<file path="config.mk">
export PLATFORM = sky130hd
export DESIGN_NAME = wb_arb
export DESIGN_NICKNAME = d
export VERILOG_FILES = /design/src/rtl/matrix_wb_pkg.sv /design/src/rtl/wb_fifo.sv /design/src/rtl/wb_arb.sv
export SDC_FILE = /design/constraint.sdc
export NUM_CORES = 1
export LEC_CHECK = 0
export CORE_MARGIN = 1
export CORE_UTILIZATION = 55
export DETAILED_ROUTE_END_ITERATION = 6
export PLACE_DENSITY = 0.86
export SLEW_MARGIN = 20
export SYNTH_ARGS = -nofsm -noshare
export SYNTH_HDL_FRONTEND = slang
export SYNTH_SLANG_ARGS = --single-unit
</file>
<file path="constraint.sdc">
create_clock -name clk -period 3.5 [get_ports clk]
set_input_delay 1.05 -clock clk [delete_from_list [all_inputs] [get_ports clk]]
set_output_delay 1.05 -clock clk [all_outputs]
set_load 0.005 [all_outputs]
</file>
<file path="src/rtl/matrix_wb_pkg.sv">
// Shared types, default widths and the sum-to-RAM-word extension for the matrix write-back.
package matrix_wb_pkg;

  localparam int unsigned DEF_NCH        = 4;
  localparam int unsigned DEF_SUM_W      = 20;
  localparam int unsigned DEF_DATA_W     = 32;
  localparam int unsigned DEF_ADDR_W     = 13;
  localparam int unsigned DEF_STRIDE     = 4;
  localparam int unsigned DEF_FIFO_DEPTH = 2;
  localparam int unsigned DEF_SIGNED     = 0;
  localparam int unsigned EXT_W          = 64;

  typedef enum logic [1:0] {
    ST_IDLE = 2'd0,
    ST_RUN  = 2'd1,
    ST_DONE = 2'd2
  } state_e;

  // Keep the low sum_w bits; fill the rest with the field's top bit when sign_en is set.
  function automatic logic [EXT_W-1:0] extend_sum(input logic [EXT_W-1:0] sum,
                                                  input int unsigned      sum_w,
                                                  input logic             sign_en);
    logic [EXT_W-1:0] mask;
    logic             msb;
    mask = (sum_w >= EXT_W) ? '1 : ((EXT_W'(1) << sum_w) - EXT_W'(1));
    msb  = |(sum & mask & ~(mask >> 1));
    return (sum & mask) | ({EXT_W{sign_en & msb}} & ~mask);
  endfunction

endpackage

</file>
<file path="src/rtl/wb_fifo.sv">
// Single-channel synchronous FIFO with a flush that empties it in one cycle.
module wb_fifo
#(
  parameter int unsigned DEPTH = 2,
  parameter int unsigned WIDTH = 20
) (
  input  logic             clk,
  input  logic             rst,
  input  logic             push,
  input  logic             pop,
  input  logic             flush,
  input  logic [WIDTH-1:0] din,
  output logic [WIDTH-1:0] dout_c,
  output logic             full_c,
  output logic             empty_c
);

  localparam int unsigned PTR_W = $clog2(DEPTH);

  logic [PTR_W:0]   wr_q, wr_d, rd_q, rd_d;
  logic [WIDTH-1:0] mem_q [DEPTH];
  logic [WIDTH-1:0] mem_d [DEPTH];

  // Pointers carry one extra lap bit to tell full from empty.
  assign empty_c = (wr_q == rd_q);
  assign full_c  = (wr_q[PTR_W] != rd_q[PTR_W]) && (wr_q[PTR_W-1:0] == rd_q[PTR_W-1:0]);
  assign dout_c  = mem_q[rd_q[PTR_W-1:0]];

  always_comb begin
    mem_d = mem_q;
    wr_d  = wr_q;
    rd_d  = rd_q;
    if (flush) begin
      wr_d = '0;
      rd_d = '0;
    end else begin
      if (push && !full_c) begin
        mem_d[wr_q[PTR_W-1:0]] = din;
        wr_d                   = wr_q + (PTR_W+1)'(1);
      end
      if (pop && !empty_c) begin
        rd_d = rd_q + (PTR_W+1)'(1);
      end
    end
  end

  always_ff @(posedge clk or negedge rst) begin
    if (!rst) begin
      wr_q  <= '0;
      rd_q  <= '0;
      mem_q <= '{default: '0};
    end else begin
      wr_q  <= wr_d;
      rd_q  <= rd_d;
      mem_q <= mem_d;
    end
  end

endmodule

</file>
<file path="src/rtl/wb_arb.sv">
// Round-robin write-back of NCH channel sums onto one RAM write port with strided addressing.
module wb_arb
  import matrix_wb_pkg::*;
#(
  parameter int unsigned NCH        = DEF_NCH,
  parameter int unsigned SUM_W      = DEF_SUM_W,
  parameter int unsigned DATA_W     = DEF_DATA_W,
  parameter int unsigned ADDR_W     = DEF_ADDR_W,
  parameter int unsigned STRIDE     = DEF_STRIDE,
  parameter int unsigned FIFO_DEPTH = DEF_FIFO_DEPTH,
  parameter int unsigned SIGNED     = DEF_SIGNED
) (
  input  logic                 clk,
  input  logic                 rst,
  input  logic                 start,
  input  logic [ADDR_W-1:0]    base_addr,
  input  logic [ADDR_W-1:0]    total_words,
  input  logic [NCH-1:0]       in_valid,
  input  logic [NCH*SUM_W-1:0] in_data,
  output logic [NCH-1:0]       in_ready,
  output logic                 ram_we,
  output logic [ADDR_W-1:0]    ram_addr,
  output logic [DATA_W-1:0]    ram_data,
  output logic                 busy,
  output logic                 done,
  output logic                 wrap,
  output logic                 overrun
);

  localparam int unsigned CH_W = (NCH > 1) ? $clog2(NCH) : 1;

  state_e            state_q, state_d;
  logic [ADDR_W-1:0] cur_addr_q, cur_addr_d, cnt_q, cnt_d, total_q, total_d;
  logic [CH_W-1:0]   last_q, last_d;
  logic              wrap_q, wrap_d, overrun_q, overrun_d, done_q, done_d, busy_q, busy_d;
  logic              ram_we_q, ram_we_d;
  logic [ADDR_W-1:0] ram_addr_q, ram_addr_d;
  logic [DATA_W-1:0] ram_data_q, ram_data_d;

  logic [NCH-1:0]    fifo_full, fifo_empty, push, pop;
  logic [SUM_W-1:0]  fifo_dout [NCH];
  logic              flush;
  logic              grant_valid;
  logic [CH_W-1:0]   grant_idx;
  logic [DATA_W-1:0] grant_data;
  logic [ADDR_W:0]   addr_sum;
  int unsigned       cand;

  assign in_ready = (state_q == ST_RUN) ? ~fifo_full : '0;
  assign push     = in_valid & in_ready;
  assign flush    = (state_q == ST_DONE);

  for (genvar i = 0; i < NCH; i++) begin : g_ch
    wb_fifo #(.DEPTH(FIFO_DEPTH), .WIDTH(SUM_W)) u_fifo (
      .clk     (clk),
      .rst     (rst),
      .push    (push[i]),
      .pop     (pop[i]),
      .flush   (flush),
      .din     (in_data[i*SUM_W +: SUM_W]),
      .dout_c  (fifo_dout[i]),
      .full_c  (fifo_full[i]),
      .empty_c (fifo_empty[i])
    );
  end

  // Round-robin search starting just after the last granted channel.
  always_comb begin
    grant_valid = 1'b0;
    grant_idx   = last_q;
    cand        = 0;
    for (int unsigned k = 1; k <= NCH; k++) begin
      cand = (32'(last_q) + k) % NCH;
      if (!grant_valid && !fifo_empty[CH_W'(cand)]) begin
        grant_valid = 1'b1;
        grant_idx   = CH_W'(cand);
      end
    end
    grant_data = DATA_W'(extend_sum(EXT_W'(fifo_dout[grant_idx]), SUM_W, SIGNED != 0));
  end

  always_comb begin
    state_d    = state_q;
    cur_addr_d = cur_addr_q;
    cnt_d      = cnt_q;
    total_d    = total_q;
    last_d     = last_q;
    wrap_d     = wrap_q;
    overrun_d  = overrun_q;
    ram_we_d   = 1'b0;
    ram_addr_d = ram_addr_q;
    ram_data_d = ram_data_q;
    done_d     = 1'b0;
    pop        = '0;
    addr_sum   = {1'b0, cur_addr_q} + (ADDR_W+1)'(STRIDE);
    unique case (state_q)
      ST_IDLE: begin
        if (start) begin
          cur_addr_d = base_addr;
          cnt_d      = '0;
          total_d    = total_words;
          wrap_d     = 1'b0;
          overrun_d  = 1'b0;
          state_d    = (total_words == '0) ? ST_DONE : ST_RUN;
        end
      end
      ST_RUN: begin
        if (grant_valid) begin
          pop[grant_idx] = 1'b1;
          ram_we_d       = 1'b1;
          ram_addr_d     = cur_addr_q;
          ram_data_d     = grant_data;
          cur_addr_d     = addr_sum[ADDR_W-1:0];
          wrap_d         = wrap_q | addr_sum[ADDR_W];
          cnt_d          = cnt_q + ADDR_W'(1);
          last_d         = grant_idx;
          if (cnt_q == total_q - ADDR_W'(1)) state_d = ST_DONE;
        end
      end
      ST_DONE: begin
        overrun_d = overrun_q | ~&fifo_empty;
        done_d    = 1'b1;
        state_d   = ST_IDLE;
      end
      default: state_d = ST_IDLE;
    endcase
    busy_d = (state_d != ST_IDLE);
  end

  always_ff @(posedge clk or negedge rst) begin
    if (!rst) begin
      state_q    <= ST_IDLE;
      cur_addr_q <= '0;
      cnt_q      <= '0;
      total_q    <= '0;
      last_q     <= CH_W'(NCH - 1);
      wrap_q     <= 1'b0;
      overrun_q  <= 1'b0;
      done_q     <= 1'b0;
      busy_q     <= 1'b0;
      ram_we_q   <= 1'b0;
      ram_addr_q <= '0;
      ram_data_q <= '0;
    end else begin
      state_q    <= state_d;
      cur_addr_q <= cur_addr_d;
      cnt_q      <= cnt_d;
      total_q    <= total_d;
      last_q     <= last_d;
      wrap_q     <= wrap_d;
      overrun_q  <= overrun_d;
      done_q     <= done_d;
      busy_q     <= busy_d;
      ram_we_q   <= ram_we_d;
      ram_addr_q <= ram_addr_d;
      ram_data_q <= ram_data_d;
    end
  end

  assign ram_we   = ram_we_q;
  assign ram_addr = ram_addr_q;
  assign ram_data = ram_data_q;
  assign busy     = busy_q;
  assign done     = done_q;
  assign wrap     = wrap_q;
  assign overrun  = overrun_q;

endmodule

</file>
# After elaboration in Yosys (flattened, before gate mapping)
# Index checks and enable logic that the tools add are counted.
[word_totals]
out_inout_bits = 54
reg_bits = 257
[op_classes]
n_reduce_logical = 56
muxes = 82
magnitude_cmp = 19
n_eq_ne = 17
bitwise = 14
add_sub_neg = 15
[op_table]
columns = ["operator", "n"]
rows = [
  ["20-bit 2-to-1 mux", 18],
  ["40-bit bitwise mux", 4],
  ["20-bit demux with 1-bit select", 4],
  ["13-bit 2-to-1 mux", 4],
  ["13-bit one-hot mux with 2 select lines", 2],
  ["2-bit 2-to-1 mux", 24],
  ["20-bit binary-select mux with 2-bit select", 1],
  ["2-bit nonzero test", 11],
  ["2-bit by 1-bit adder with 2-bit output, second input constant", 10],
  ["1-bit logical AND", 20],
  ["2-bit >= comparator, second input constant", 8],
  ["1-bit inverter with 2-bit output", 8],
  ["2-bit by 3-bit less-than comparator with 1-bit output, second input constant", 5],
  ["13-bit by 3-bit adder with 14-bit output, second input constant", 1],
  ["1-bit logical NOT", 14],
  ["1-bit 2-to-1 mux", 14],
  ["2-bit AND reduction", 7],
  ["13-bit by 1-bit adder with 13-bit output, second input constant", 1],
  ["13-bit equality test", 1],
  ["13-bit logical NOT", 1],
  ["13-bit by 1-bit subtractor with 13-bit output, second input constant", 1],
  ["4-bit 2-to-1 mux", 3],
  ["1-bit binary-select mux with 2-bit select", 4],
  ["2-bit equality test", 4],
  ["20 further kinds", 33],
]

# Depth between registers and ports, before layout
# Gate-level depths: netlist of run 1.
[logic_depth]
depth_word = 21
mapped_depth = 9
depth_no_buf = 8

# Modules after synthesis
# Synthesis of run 1 repeated with hierarchy kept, for this count alone.
[unflattened]
hier_cells = 1080
area_unflattened_um2 = 12995.0
[by_module_without_submodules]
columns = ["mod", "seq_area_each_um2", "n_inst", "area_each_um2", "cells_each"]
rows = [
  ["wb_fifo", 1101.1, 4, 2083.2, 138],
  ["wb_arb", 2029.4, 1, 4662.0, 528],
]

# Worst setup path before layout of run 1
# OpenSTA, ideal clock, no wires.
[synth_timing]
path_type = "register to register"
startpoint = "reg total_q[0]"
endpoint = "reg state_q[1]"
slack_ns = 0.715
setup_time_ns = 0.096
synth_period_minus_slack_ns = 2.785
path_buffers = 0
t_arrival_ns = 2.690
path_stages_with_launch = 9
path_cell_list = "dfrtp_1 inv_1 ha_1 or3b_2 or4_4 or3_4 a2111oi_4 nand2_1 o32ai_2"
[synth_via]
elab_chain_cells = 5
[synth_rtl]
columns = ["element", "line", "text"]
rows = [
  ["start: declaration", "wb_arb.sv:33", "logic [ADDR_W-1:0] cur_addr_q, cur_addr_d, cnt_q, cnt_d, total_q, total_d;"],
  ["start signal: assignment", "wb_arb.sv:148", "total_q <= total_d;"],
  ["13-bit by 1-bit subtractor with 13-bit output", "wb_arb.sv:117", "if (cnt_q == total_q - ADDR_W'(1)) state_d = ST_DONE;"],
  ["13-bit equality test", "wb_arb.sv:117", ""],
  ["2-bit 2-to-1 mux", "wb_arb.sv:117", ""],
  ["2-bit 2-to-1 mux", "wb_arb.sv:108", "if (grant_valid) begin"],
  ["2-bit one-hot mux with 2 select lines", "wb_arb.sv:96", "unique case (state_q)"],
  ["named net state_d[1]", "wb_arb.sv:32", "state_e state_q, state_d;"],
  ["end signal: assignment", "wb_arb.sv:145", "state_q <= state_d;"],
  ["end: declaration", "wb_arb.sv:32", ""],
]
# The timed path passes the listed nets, and every way through them passes these cells.
# A chain may end at the register's enable or synchronous reset.

# Final worst setup path of run 1
[layout_timing]
startpoint = "reg state_q[1]"
endpoint = "out in_ready[1]"
[layout_via]
elab_chain_cells = 2
[layout_rtl]
columns = ["element", "line", "text"]
rows = [
  ["2-bit by 1-bit equality test with 1-bit output", "wb_arb.sv:49", "assign in_ready = (state_q == ST_RUN) ? ~fifo_full : '0;"],
  ["4-bit 2-to-1 mux", "wb_arb.sv:49", ""],
  ["end: declaration", "wb_arb.sv:20", "output logic [NCH-1:0] in_ready,"],
]
# No other way between the ends.

==> impl_table.tex, run 1 <==
\begin{tabular}{lr}
\hline
Metric & Value \\
\hline
\multicolumn{2}{l}{\textbf{Routing}} \\
Final wirelength & 29630 um \\
Initial drt markers & around 580 \\
Number of detailed-route iterations in the first pass & 5 \\
Antenna viol nets, final & 0 \\
Remaining design rule violation count & 0 \\
Mean routed wirelength per cell & $\sim$19 um \\
Drt via density & 5.913 \\
Routed via count & 9076 \\
\multicolumn{2}{l}{\textbf{Setup path}} \\
CP arrival & $\sim$2.3 ns \\
Number of cells traversed by the worst register-to-register path & 8 \\
Critical path's top delay family & simple AND/OR/NAND/NOR gates \\
Critical path launch point type & register \\
Largest fanout of any net on the critical path & 9 \\
Cell with the biggest individual delay on the critical path & sky130\_fd\_sc\_hd\_\_clkdlybuf4s50\_1 \\
Worst Setup Path Type & reg -> out \\
Req. time, crit path & 2.45 ns \\
CP max stage delay & approximately 0.58 ns \\
Critical path cell sequence & nand2b\_1, nor2\_1, clkdlybuf4s50\_1 \\
WP buf/inv & 1 \\
Number of gates on the worst path with buffers counted & 3 \\
Worst Setup End Kind & output pin \\
\multicolumn{2}{l}{\textbf{Placed design}} \\
Quantity of I/O buffers inserted on ports & 154 \\
HPWL reported at the end of detailed placement & 20370 um \\
Global placer's final weighted congestion & roughly 0.85 \\
\multicolumn{2}{l}{\textbf{Floorplan}} \\
Die boundary width & 151.9 um \\
DIE AREA & 0.02306 mm2 \\
Die span in y & $\sim$150 um \\
Starting density of the core & 56.42\% \\
\# rows & 54 \\
I/O pin count & 167 \\
Standard cell core area & 0.02189 mm2 \\
\multicolumn{2}{l}{\textbf{Worst hold path}} \\
Path type of the worst min-delay path & reg -> reg \\
Number of instances on the worst hold path & 2 \\
\multicolumn{2}{l}{\textbf{Pwr}} \\
Internal power contribution & 10110 uW \\
Fraction of power consumed by combinational cells & 48.8\% \\
Areal power density over the cells & 1099 mW/mm2 \\
Sequential Power Share & 34.0\% \\
Net Sw Power & 6464 uW \\
Peak supply drop & between 500 and 600 uV \\
Relative contribution of the clock network to total power & 17.2\% \\
Static Leakage & 0.006426 uW \\
Switching power share of the total & 39.01\% \\
\multicolumn{2}{l}{\textbf{Global routing}} \\
Wire length of the first global-routing pass & 48240 um \\
Via count of the first global-routing pass & approximately 9.5k \\
Global-route usage over all layers & approximately a quarter \\
Pin count of the biggest net entering global routing & 93 \\
Number of antenna violations at the first check in global routing & 0 \\
Total congestion overflow & 0 \\
\multicolumn{2}{l}{\textbf{Timing}} \\
Setup TNS & 0 ns \\
Number of setup violations in the final report & 0 \\
Worst clock skew on the final layout & 0.01691 ns \\
Relative max-transition margin & 45.36\% \\
Final hold violation count & 0 \\
Worst Hold Slack & 0.4763 ns \\
Crit path time final & 3.381 ns \\
Post-route clock period utilization & 96.61\% \\
Transition time of the tightest slew-check pin & $\sim$0.80 ns \\
Max-slew violation count & 0 \\
Max Fclk & 0.2957 GHz \\
RSZ-0062 raised after global routing & no \\
\multicolumn{2}{l}{\textbf{Synthesis}} \\
Syn Area/Cell & 11.27 um2 \\
Post-Syn Area & between 0.01 and 0.015 mm2 \\
Share of async-settable or async-resettable flops after synthesis & 100.0\% \\
Primary flip-flop cell chosen by synthesis mapping & sky130\_fd\_sc\_hd\_\_dfrtp\_1 \\
Sequential area share after synthesis & 52.09\% \\
Number of distinct standard cells referenced by the synthesized netlist & 59 \\
EDFF count, synth & 0 \\
Synth warn & 0 \\
Number of flip-flops and latches in the synthesized netlist & roughly 260 \\
Post-synthesis cell count & between 1k and 1.5k \\
\multicolumn{2}{l}{\textbf{Final layout}} \\
Share of layout cells above drive strength 1 & 23.27\% \\
Commonest cells after routing, fill and taps aside & sky130\_fd\_sc\_hd\_\_dfrtp\_1, sky130\_fd\_sc\_hd\_\_mux2\_2, sky130\_fd\_sc\_hd\_\_clkdlybuf4s50\_1 \\
Filler cell count & 1530 \\
Footprint of the flip-flops and latches & around 0.0064 mm2 \\
Antenna Diode Count & 0 \\
Area used by multi-input combinational logic & 0.005568 mm2 \\
Net count reported at finish & 1350 \\
Most common cell after layout, fill and taps aside & sky130\_fd\_sc\_hd\_\_dfrtp\_1 \\
Synthesis-to-layout area growth & 22.04\% \\
\multicolumn{2}{l}{\textbf{Job}} \\
Max-cap check violation count & 0 \\
\multicolumn{2}{l}{\textbf{Clock tree}} \\
H-tree levels & 1 \\
Clk Latency, worst-skew pair & between 0.5 and 0.6 ns \\
Longest Clk Path Bufs & 3 \\
CTS tree & done \\
Postcts setup bufs & 0 \\
Clock tree sinks & 257 \\
Total clock buffers created by CTS & 27 \\
CTS root buf & sky130\_fd\_sc\_hd\_\_clkbuf\_16 \\
Count of cells resized by post-cts repair & 0 \\
Post-CTS clock slew at the launch and capture registers of the worst setup and hold paths & 0.06 ns \\
Post-CTS Hold Fix Bufs & 0 \\
\multicolumn{2}{l}{\textbf{Run status}} \\
Status & complete, no violations \\
\hline
\end{tabular}
==> per-stage QoR <==
step | setup WS, ns | util, % | cells | total power [uW] | instance area [um2]
after global routing | 0.03156 | 68.86 | 1535 | 17610 | 15070
after CTS | 0.1063 | 68.86 | 1535 | 16590 | 15070
after floorplan | 0.7147 | - | 1107 | 11020 | 12390
final | 0.1186 | 68.86 | 1535 | 16570 | 15070
after detailed placement | 0.4869 | 64.77 | 1485 | 13640 | 14180
after global placement | 0.5983 | 64.77 | 1485 | 13230 | 14180
==> final cells by class <==
type	count	share of cell area (%)
multi-input combinational	757	36.94
tap	280	2.324
clock buffer	39	5.113
timing repair buffer	182	11.90
inverter	9	0.2241
clock inverter	11	0.8135
sequential	257	42.68
==> worst register-to-register path, delay by kind of cell (launching register included) <==
kind,cells,cell delay [ns]
buffers and inverters,1,0.12
adder cells (fa/ha/maj),1,0.28
flip-flops,1,0.45
AO/OA/AOI/OAI,3,0.76
AND/OR/NAND/NOR,3,1.34
==> power groups by stage <==
stage                     Clock (uW)  Combinational [uW]  Sequential [uW]
final                           2850                8090             5640
after CTS                       2900                8080             5620
after global routing            3010                8780             5820
after detailed placement           0                8010             5630
after floorplan                    0                5750             5280
after global placement             0                7710             5520
==> final timing paths <==
kind	from	endpoint	slack, ns
worst max-delay path	state_q[1]	in_ready[1]	0.12
worst min-delay path	ram_addr[2]	ram_addr[2]	0.48
worst max register to register	total_q[0]	state_q[0]	0.43
worst min register to register	ram_addr[2]	ram_addr[2]	0.48
max in group asynchronous	rst	g_ch[0].u_fifo.mem_q[25]	2.20
min in group asynchronous	rst	cur_addr_q[4]	0.52
==> synth_stat cells (all sizes together), types with 18 or more instances <==
cell	count	area share, %
o21ai	34	1.4
buf	23	1.1
o211ai	47	2.9
nand3	40	1.6
dfrtp	255	52
nand2	145	4.4
a21oi	36	1.5
xor2	18	1.3
clkbuf	61	1.9
mux2	200	18
nor3	20	0.81
xnor2	24	1.7
mux2i	42	3.4
nor2	42	1.3
==> routing by layer <==
metal / track usage (%) / vias to the layer above / share of wire [%]
met3: 4.877 / 72 / 6.0
met5: 0 / - / 0
li1: - / 4179 / -
met2: 45.13 / 297 / 51
met4: 9.238 / 0 / 3.5
met1: 32.22 / 4528 / 39
==> registers in the layout, indices dropped and copies added, names as in the netlist, 8 cells and up <==
| name | count |
|---|---|
| total_q | 13 |
| g_ch.u_fifo.wr_q | 8 |
| g_ch.u_fifo.rd_q | 8 |
| g_ch.u_fifo.mem_q | 160 |
| ram_data | 20 |
| ram_addr | 13 |
| cnt_q | 13 |
| cur_addr_q | 13 |
==> cell families (layout without fill, tap and decap cells) <==
| kind of cell | count (synthesis) | after routing | synth area share [%] |
|---|---|---|---|
| compound gates | 165 | 165 | 9.006 |
| xor+xnor | 42 | 42 | 2.978 |
| fa+ha+maj | 3 | 3 | 0.3040 |
| buf+inv | 93 | 241 | 3.262 |
| flops | 257 | 257 | 52.09 |
| mux | 242 | 242 | 21.64 |
| other cells | 1 | 12 | 0.03036 |
| simple gates | 293 | 293 | 10.69 |
Power figures use the tool's default switching activity.
==> run 2: changes to the inputs <==
CORE_UTILIZATION = 56   (was 55)
PLACE_DENSITY = 0.87   (was 0.86)
SYNTH_HIERARCHICAL = 1   (was not set)
==> run 2 against run 1 <==
Effect of this change: routed wire length up 2.5%; worst setup slack improved by 0.012 ns; non-clock buffer count shrank 4; area after synthesis grew 5.2%; clock skew rose by 0.041 ns; maximum frequency up 0.36%; core utilization up 0.64 points; register-to-register slack better by 0.25 ns; synthesized cell count is 1.5% lower; clock power increased by 13%; critical endpoint is now in_ready[2]; largest cell class unchanged.
==> impl_table.tex, run 2 <==
\begin{tabular}{lr}
\hline
Metric & Value \\
\hline
\multicolumn{2}{l}{\textbf{Run status}} \\
Status & complete, no violations \\
\multicolumn{2}{l}{\textbf{Synthesis}} \\
Biggest area consumer among synthesized cells & sky130\_fd\_sc\_hd\_\_dfrtp\_1 \\
Number of distinct standard cells referenced by the synthesized netlist & 56 \\
Most frequent cell after synthesis & sky130\_fd\_sc\_hd\_\_dfrtp\_1 \\
Post-synth top cells & sky130\_fd\_sc\_hd\_\_dfrtp\_1, sky130\_fd\_sc\_hd\_\_mux2\_2, sky130\_fd\_sc\_hd\_\_nand2\_1 \\
Synth warn & 6 \\
Post-synthesis cell count & 1080 \\
Syn Area/Cell & 12.03 um2 \\
Share of async-settable or async-resettable flops after synthesis & 100.0\% \\
Sequential area share after synthesis & 49.51\% \\
Number of flip-flops and latches in the synthesized netlist & about 260 \\
Synth top area cells & sky130\_fd\_sc\_hd\_\_dfrtp\_1, sky130\_fd\_sc\_hd\_\_mux2\_2, sky130\_fd\_sc\_hd\_\_mux2\_4 \\
Primary flip-flop cell chosen by synthesis mapping & sky130\_fd\_sc\_hd\_\_dfrtp\_1 \\
Area fraction of the dominant cell type after synthesis & slightly below 50\% \\
EDFF count, synth & 0 \\
Post-Syn Area & 0.01299 mm2 \\
\multicolumn{2}{l}{\textbf{Placed design}} \\
Global placer's final weighted congestion & 0.8658 \\
HPWL reported at the end of detailed placement & a little over 20000 um \\
Quantity of I/O buffers inserted on ports & about 150 \\
\multicolumn{2}{l}{\textbf{Floorplan}} \\
DIE AREA & about 0.024 mm2 \\
Standard cell core area & 0.02271 mm2 \\
Die span in y & 154.3 um \\
Starting density of the core & a little under three fifths \\
Die boundary width & 154.3 um \\
\# rows & 55 \\
I/O pin count & approximately 170 \\
\multicolumn{2}{l}{\textbf{Timing}} \\
Max-slew violation count & 0 \\
Number of setup violations in the final report & 0 \\
Max Fclk & 0.2968 GHz \\
Setup TNS & 0 ns \\
Worst clock skew on the final layout & 0.05816 ns \\
Relative max-transition margin & approximately a quarter \\
Crit path time final & 3.369 ns \\
Transition time of the tightest slew-check pin & 1.134 ns \\
Post-route clock period utilization & 96.27\% \\
Final hold violation count & 0 \\
RSZ-0062 raised after global routing & no \\
\multicolumn{2}{l}{\textbf{Setup path}} \\
Critical path launch point type & register \\
End of the worst register-to-register path & ram\_data[4] \\
Most common cell type on the critical path & sky130\_fd\_sc\_hd\_\_nor2\_1 \\
Worst Setup End Kind & output pin \\
Worst Setup Path Type & reg -> out \\
Worst reg2reg path startpoint & g\_ch[1].u\_fifo/rd\_q[1] \\
Critical path cell sequence & xnor2\_1, nor2\_1, nor2\_1, clkdlybuf4s50\_1 \\
Number of cells traversed by the worst register-to-register path & 9 \\
CP arrival & 2.32 ns \\
Largest fanout of any net on the critical path & 5 \\
First element of the critical path & g\_ch[2].u\_fifo/rd\_q[1] \\
Critical path's top delay family & buffers and inverters \\
Cell with the biggest individual delay on the critical path & sky130\_fd\_sc\_hd\_\_clkdlybuf4s50\_1 \\
Number of gates on the worst path with buffers counted & 4 \\
Req. time, crit path & 2.45 ns \\
Termination of the worst setup path & in\_ready[2] \\
WP buf/inv & 1 \\
Worst R2R Setup Slack & between 0.6 and 0.7 ns \\
CP max stage delay & 0.56 ns \\
\multicolumn{2}{l}{\textbf{Final layout}} \\
Commonest cells after routing, fill and taps aside & sky130\_fd\_sc\_hd\_\_dfrtp\_1, sky130\_fd\_sc\_hd\_\_mux2\_2, sky130\_fd\_sc\_hd\_\_clkdlybuf4s50\_1 \\
Footprint of the flip-flops and latches & $\sim$0.0064 mm2 \\
Net count reported at finish & 1342 \\
Antenna Diode Count & 0 \\
Final core utilization & 69.50\% \\
Area used by multi-input combinational logic & 0.006187 mm2 \\
Filler cell count & 1530 \\
Max reg flops & 160 \\
Synthesis-to-layout area growth & 21.45\% \\
Most common cell after layout, fill and taps aside & sky130\_fd\_sc\_hd\_\_dfrtp\_1 \\
Share of layout cells above drive strength 1 & between 20\% and 30\% \\
Top reg by flops & g\_ch.u\_fifo/mem\_q \\
\multicolumn{2}{l}{\textbf{Routing}} \\
Number of detailed-route iterations in the first pass & 7 \\
Drt via density & 5.759 \\
Final wirelength & roughly 30000 um \\
Antenna viol nets, final & 0 \\
Mean routed wirelength per cell & between 15 and 20 um \\
Remaining design rule violation count & 0 \\
Initial drt markers & 614 \\
Routed via count & between 8k and 9k \\
\multicolumn{2}{l}{\textbf{Pwr}} \\
Switching power share of the total & 36.65\% \\
Fraction of power consumed by combinational cells & 50.6\% \\
Relative contribution of the clock network to total power & 17.8\% \\
Areal power density over the cells & 1143 mW/mm2 \\
Internal power contribution & 11420 uW \\
Static Leakage & slightly below 0.007 uW \\
Net Sw Power & 6608 uW \\
Sequential Power Share & 31.6\% \\
Peak supply drop & 641.8 uV \\
\multicolumn{2}{l}{\textbf{Global routing}} \\
Via count of the first global-routing pass & 9112 \\
Global-route usage over all layers & 26.08\% \\
Total congestion overflow & 0 \\
Number of antenna violations at the first check in global routing & 1 \\
Wire length of the first global-routing pass & 48890 um \\
Pin count of the biggest net entering global routing & 109 \\
\multicolumn{2}{l}{\textbf{Clock tree}} \\
Postcts setup bufs & 0 \\
Total clock buffers created by CTS & 28 \\
Longest Clk Path Bufs & 3 \\
H-tree levels & 1 \\
CTS tree & done \\
Clock tree sinks & 257 \\
Clk Latency, worst-skew pair & a little under 0.6 ns \\
CTS root buf & sky130\_fd\_sc\_hd\_\_clkbuf\_16 \\
Post-CTS clock slew at the launch and capture registers of the worst setup and hold paths & 0.06 ns \\
\multicolumn{2}{l}{\textbf{Worst hold path}} \\
Path type of the worst min-delay path & in -> async \\
\multicolumn{2}{l}{\textbf{Job}} \\
Max-cap check violation count & 0 \\
\hline
\end{tabular}
-- run 2: cells by family after synthesis --
family,count (synthesis),synth area share (%)
multiplexers,306,28.38
other,1,0.02886
XOR/XNOR,35,2.590
buffers and inverters,81,3.649
flip-flops,257,49.51
adder cells (fa/ha/maj),3,0.2889
AND/OR/NAND/NOR,282,9.985
AO/OA/AOI/OAI,115,5.565
-- run 2: timing repair --
item                                    CTS  global route
gates resized for setup                   0             2
hold buffers                              0             0
endpoints found under the setup margin    0             2
-- run 2: worst reg2reg max path, stage by stage, from the launching register on --
cell and delay (ns):
sky130_fd_sc_hd__dfrtp_1 0.47, sky130_fd_sc_hd__xor2_2 0.24, sky130_fd_sc_hd__nor2_1 0.30, sky130_fd_sc_hd__a2bb2oi_1 0.18, sky130_fd_sc_hd__nor2_1 0.08, sky130_fd_sc_hd__a21oi_4 0.32, sky130_fd_sc_hd__buf_4 0.39, sky130_fd_sc_hd__mux2i_1 0.38
sky130_fd_sc_hd__mux2_2 0.23, sky130_fd_sc_hd__o21ai_0 0.09
-- run 2: power by group through the flow --
stage / Combinational [uW] / Clock (uW) / Sequential [uW]
after floorplan: 6910 / 0 / 5280
after global placement: 8660 / 0 / 5560
after detailed placement: 8980 / 0 / 5660
after CTS: 9120 / 3250 / 5670
after global routing: 9830 / 3380 / 5880
final: 9120 / 3220 / 5690
-- run 2: through the flow --
step | setup WS [ns] | area, um2 | hold WS [ns] | power, uW | cells
after global placement | 0.5680 | 14730 | 0.4553 | 14220 | 1481
after CTS | 0.06962 | 15750 | 0.3293 | 18040 | 1530
after detailed placement | 0.5083 | 14730 | 0.4626 | 14640 | 1481
after global routing | 0.01484 | 15780 | 0.3401 | 19080 | 1530
after floorplan | 0.7565 | 13040 | 0.4386 | 12190 | 1091
final | 0.1306 | 15780 | 0.3356 | 18030 | 1530
-- run 2: worst min path at each step --
stage             startpoint            to  slack (ns)  cells past startpoint
2_1_floorplan  cur_addr_q[0]   ram_addr[0]        0.44                      2
3_3_place_gp   cur_addr_q[0]   ram_addr[0]        0.46                      2
3_5_place_dp    ram_addr[12]  ram_addr[12]        0.46                      2
4_1_cts                  rst      cnt_q[9]        0.33                      1
5_1_grt                  rst      cnt_q[9]        0.34                      1
6_report                 rst      cnt_q[9]        0.34                      1
-- run 2: metal layers --
layer	track usage (%)	vias to the layer above	share of wire, %
li1	-	4076	-
met1	32.57	4403	41
met2	46.13	271	51
met3	5.296	60	5.8
met4	7.025	2	2.6
met5	0	-	0.046
-- run 2: final cells by class --
class	count	share of cell area, %
inverters	8	0.1903
clock inverters	16	1.657
repair buffers	178	11.18
well taps	285	2.259
flip-flops and latches	257	40.76
clock buffers	33	4.749
multi-input cells	753	39.20
==> run 3: changes to the inputs <==
CORE_UTILIZATION = 58   (was 56)
CTS_BUF_LIST = sky130_fd_sc_hd__clkbuf_4   (was not set)
PLACE_DENSITY = 0.89   (was 0.87)
==> run 3 against run 2 <==
Effect of this change: critical path depth unchanged; die area decreased by 3.4%; worst setup slack improved by 0.062 ns; combinational power increased by 1%; clock-buffer cell count increased by 67; clock power decreased by 22%; global-route usage increased by 2.0 points; total power decreased by 3.4%; critical path type unchanged.
==> impl_table.tex, run 3 (same netlist as run 2, synthesis figures left out) <==
\begin{tabular}{lr}
\hline
Metric & Value \\
\hline
\multicolumn{2}{l}{\textbf{Run status}} \\
Status & complete, no violations \\
\multicolumn{2}{l}{\textbf{Final layout}} \\
Most common cell after layout, fill and taps aside & sky130\_fd\_sc\_hd\_\_dfrtp\_1 \\
Share of layout cells above drive strength 1 & 31.29\% \\
Commonest cells after routing, fill and taps aside & sky130\_fd\_sc\_hd\_\_dfrtp\_1, sky130\_fd\_sc\_hd\_\_mux2\_2, sky130\_fd\_sc\_hd\_\_clkdlybuf4s50\_1 \\
Layout Cell Area excl Fill & between 0.015 and 0.02 mm2 \\
Max reg flops & 160 \\
Filler cell count & between 1k and 1.5k \\
Non-filler instance count after layout & 1588 \\
Net count reported at finish & 1382 \\
Synthesis-to-layout area growth & 19.98\% \\
Top reg by flops & g\_ch.u\_fifo/mem\_q \\
\multicolumn{2}{l}{\textbf{Global routing}} \\
Number of antenna violations at the first check in global routing & 1 \\
Wire length of the first global-routing pass & 49400 um \\
Pin count of the biggest net entering global routing & 88 \\
Via count of the first global-routing pass & roughly 9.5k \\
Global-route usage over all layers & 28.10\% \\
Total congestion overflow & 0 \\
\multicolumn{2}{l}{\textbf{Clock tree}} \\
Post-CTS Hold Fix Bufs & 0 \\
Clock tree sinks & 257 \\
Postcts setup bufs & 0 \\
Post-CTS clock slew at the launch and capture registers of the worst setup and hold paths & 0.06 ns \\
Longest Clk Path Bufs & 3 \\
Total clock buffers created by CTS & 69 \\
H-tree levels & 3 \\
CTS root buf & sky130\_fd\_sc\_hd\_\_clkbuf\_4 \\
Clk Latency, worst-skew pair & 0.67 ns \\
CTS tree & done \\
\multicolumn{2}{l}{\textbf{Setup path}} \\
First element of the critical path & g\_ch[0].u\_fifo/rd\_q[1] \\
Largest fanout of any net on the critical path & 5 \\
End of the worst register-to-register path & g\_ch[3].u\_fifo/rd\_q[0] \\
Critical path launch point type & register \\
Number of cells traversed by the worst register-to-register path & 8 \\
Worst R2R Setup Slack & 0.46 ns \\
Worst Setup End Kind & output pin \\
Worst Setup Path Type & reg -> out \\
Req. time, crit path & 2.45 ns \\
CP arrival & 2.26 ns \\
Worst reg2reg path startpoint & g\_ch[1].u\_fifo/rd\_q[1] \\
\multicolumn{2}{l}{\textbf{Floorplan}} \\
Die boundary width & 151.7 um \\
Standard cell core area & approximately 0.022 mm2 \\
Die span in y & 151.7 um \\
Starting density of the core & 59.36\% \\
\# rows & between 50 and 60 \\
DIE AREA & approximately 0.023 mm2 \\
I/O pin count & 167 \\
\multicolumn{2}{l}{\textbf{Pwr}} \\
Areal power density over the cells & approximately 1100 mW/mm2 \\
Total Power & 17410 uW \\
Peak supply drop & 724.0 uV \\
Static Leakage & 0.006852 uW \\
\multicolumn{2}{l}{\textbf{Timing}} \\
RSZ-0062 raised after global routing & no \\
Max Fclk & 0.3024 GHz \\
Crit path time final & 3.307 ns \\
Final hold violation count & 0 \\
Minimum setup slack in the final design & 0.1930 ns \\
Post-route clock period utilization & 94.49\% \\
Transition time of the tightest slew-check pin & $\sim$0.76 ns \\
Relative max-transition margin & between 40\% and 50\% \\
Setup TNS & 0 ns \\
Number of setup violations in the final report & 0 \\
Worst clock skew on the final layout & approximately 0.038 ns \\
Max-slew violation count & 0 \\
\multicolumn{2}{l}{\textbf{Placed design}} \\
Cell count after placement & between 1k and 1.5k \\
Quantity of I/O buffers inserted on ports & roughly 150 \\
Cell area reported after detailed placement & 0.01473 mm2 \\
Global placer's final weighted congestion & just under 0.9 \\
HPWL reported at the end of detailed placement & 21100 um \\
Post-Place Setup Slack & 0.5135 ns \\
\multicolumn{2}{l}{\textbf{Routing}} \\
Antenna viol nets, final & 0 \\
Number of detailed-route iterations in the first pass & 5 \\
Drt via density & 5.757 \\
Mean routed wirelength per cell & 19.61 um \\
Routed via count & just over 9k \\
Remaining design rule violation count & 0 \\
Final wirelength & 31140 um \\
Initial drt markers & between 600 and 700 \\
\multicolumn{2}{l}{\textbf{Worst hold path}} \\
Path type of the worst min-delay path & in -> async \\
\multicolumn{2}{l}{\textbf{Job}} \\
Max-cap check violation count & 0 \\
\hline
\end{tabular}
## run 3: changes by cell type in the layout (fill, tap and decap cells not counted), moves of 2 or more
cell                        previous run  this run
sky130_fd_sc_hd__buf_4                21        19
sky130_fd_sc_hd__bufinv_16             6         0
sky130_fd_sc_hd__xnor2_2               2         4
sky130_fd_sc_hd__clkinv_2              7         0
sky130_fd_sc_hd__clkinv_1              1         8
sky130_fd_sc_hd__xnor2_1              12        10
sky130_fd_sc_hd__clkbuf_16            28         0
sky130_fd_sc_hd__clkbuf_4              0       100
sky130_fd_sc_hd__inv_2                 0         5
sky130_fd_sc_hd__clkbuf_8              3         0
sky130_fd_sc_hd__clkbuf_1              2         0
## run 3: worst max path at each step
| stage | cells after the start | end |
|---|---|---|
| after CTS | 3 | in_ready[0] |
| after global placement | 7 | g_ch[3].u_fifo/rd_q[1] |
| final | 4 | in_ready[0] |
| after floorplan | 10 | g_ch[1].u_fifo/rd_q[1] |
| after global routing | 4 | in_ready[3] |
| after detailed placement | 5 | g_ch[1].u_fifo/mem_q[35] |
## run 3: metrics by stage
step           util [%]  hold WS, ns
6_report          71.22       0.3814
5_1_grt           71.22       0.4214
4_1_cts           70.92       0.3856
3_5_place_dp      67.29       0.4621
3_3_place_gp      67.29       0.4509
2_1_floorplan         -       0.4386
## run 3: area by class of cell
type,count,area (um2),area share [%]
clock inverter,12,45.04,0.2889
inverter,8,30.03,0.1926
tap,280,350.3,2.247
clock buffer,100,750.7,4.815
timing repair buffer,177,1769,11.35
multi-input combinational,753,6210,39.83
sequential,257,6434,41.26
antenna,1,2.502,0.01605
## run 3: repair_timing
item | in CTS | in global routing
endpoints found under the setup margin | 0 | 4
endpoints found under the hold margin | 0 | 0
gates resized for setup | 0 | 5
## run 3: power by group
| part | switching, uW | internal [uW] |
|---|---|---|
| clock network | 1210 | 1300 |
| logic | 4320 | 4890 |
| registers | 1140 | 4560 |
| total | 6670 | 10700 |
## run 3: worst max-delay path: stages, from the launching register on
cell and delay, ns:
sky130_fd_sc_hd__dfrtp_1 0.46, sky130_fd_sc_hd__xnor2_2 0.31, sky130_fd_sc_hd__nor2_1 0.09, sky130_fd_sc_hd__nor2_1 0.20, sky130_fd_sc_hd__clkdlybuf4s50_1 0.54
## run 3: per-layer routing
metal	global-route usage (%)	wire (um)	part of all wire [%]	vias up
met5	0	0	0	-
li1	-	-	-	4193
met3	6.557	2081	6.7	65
met2	44.48	14910	48	313
met1	37.17	13350	43	4571
met4	11.73	793	2.5	0
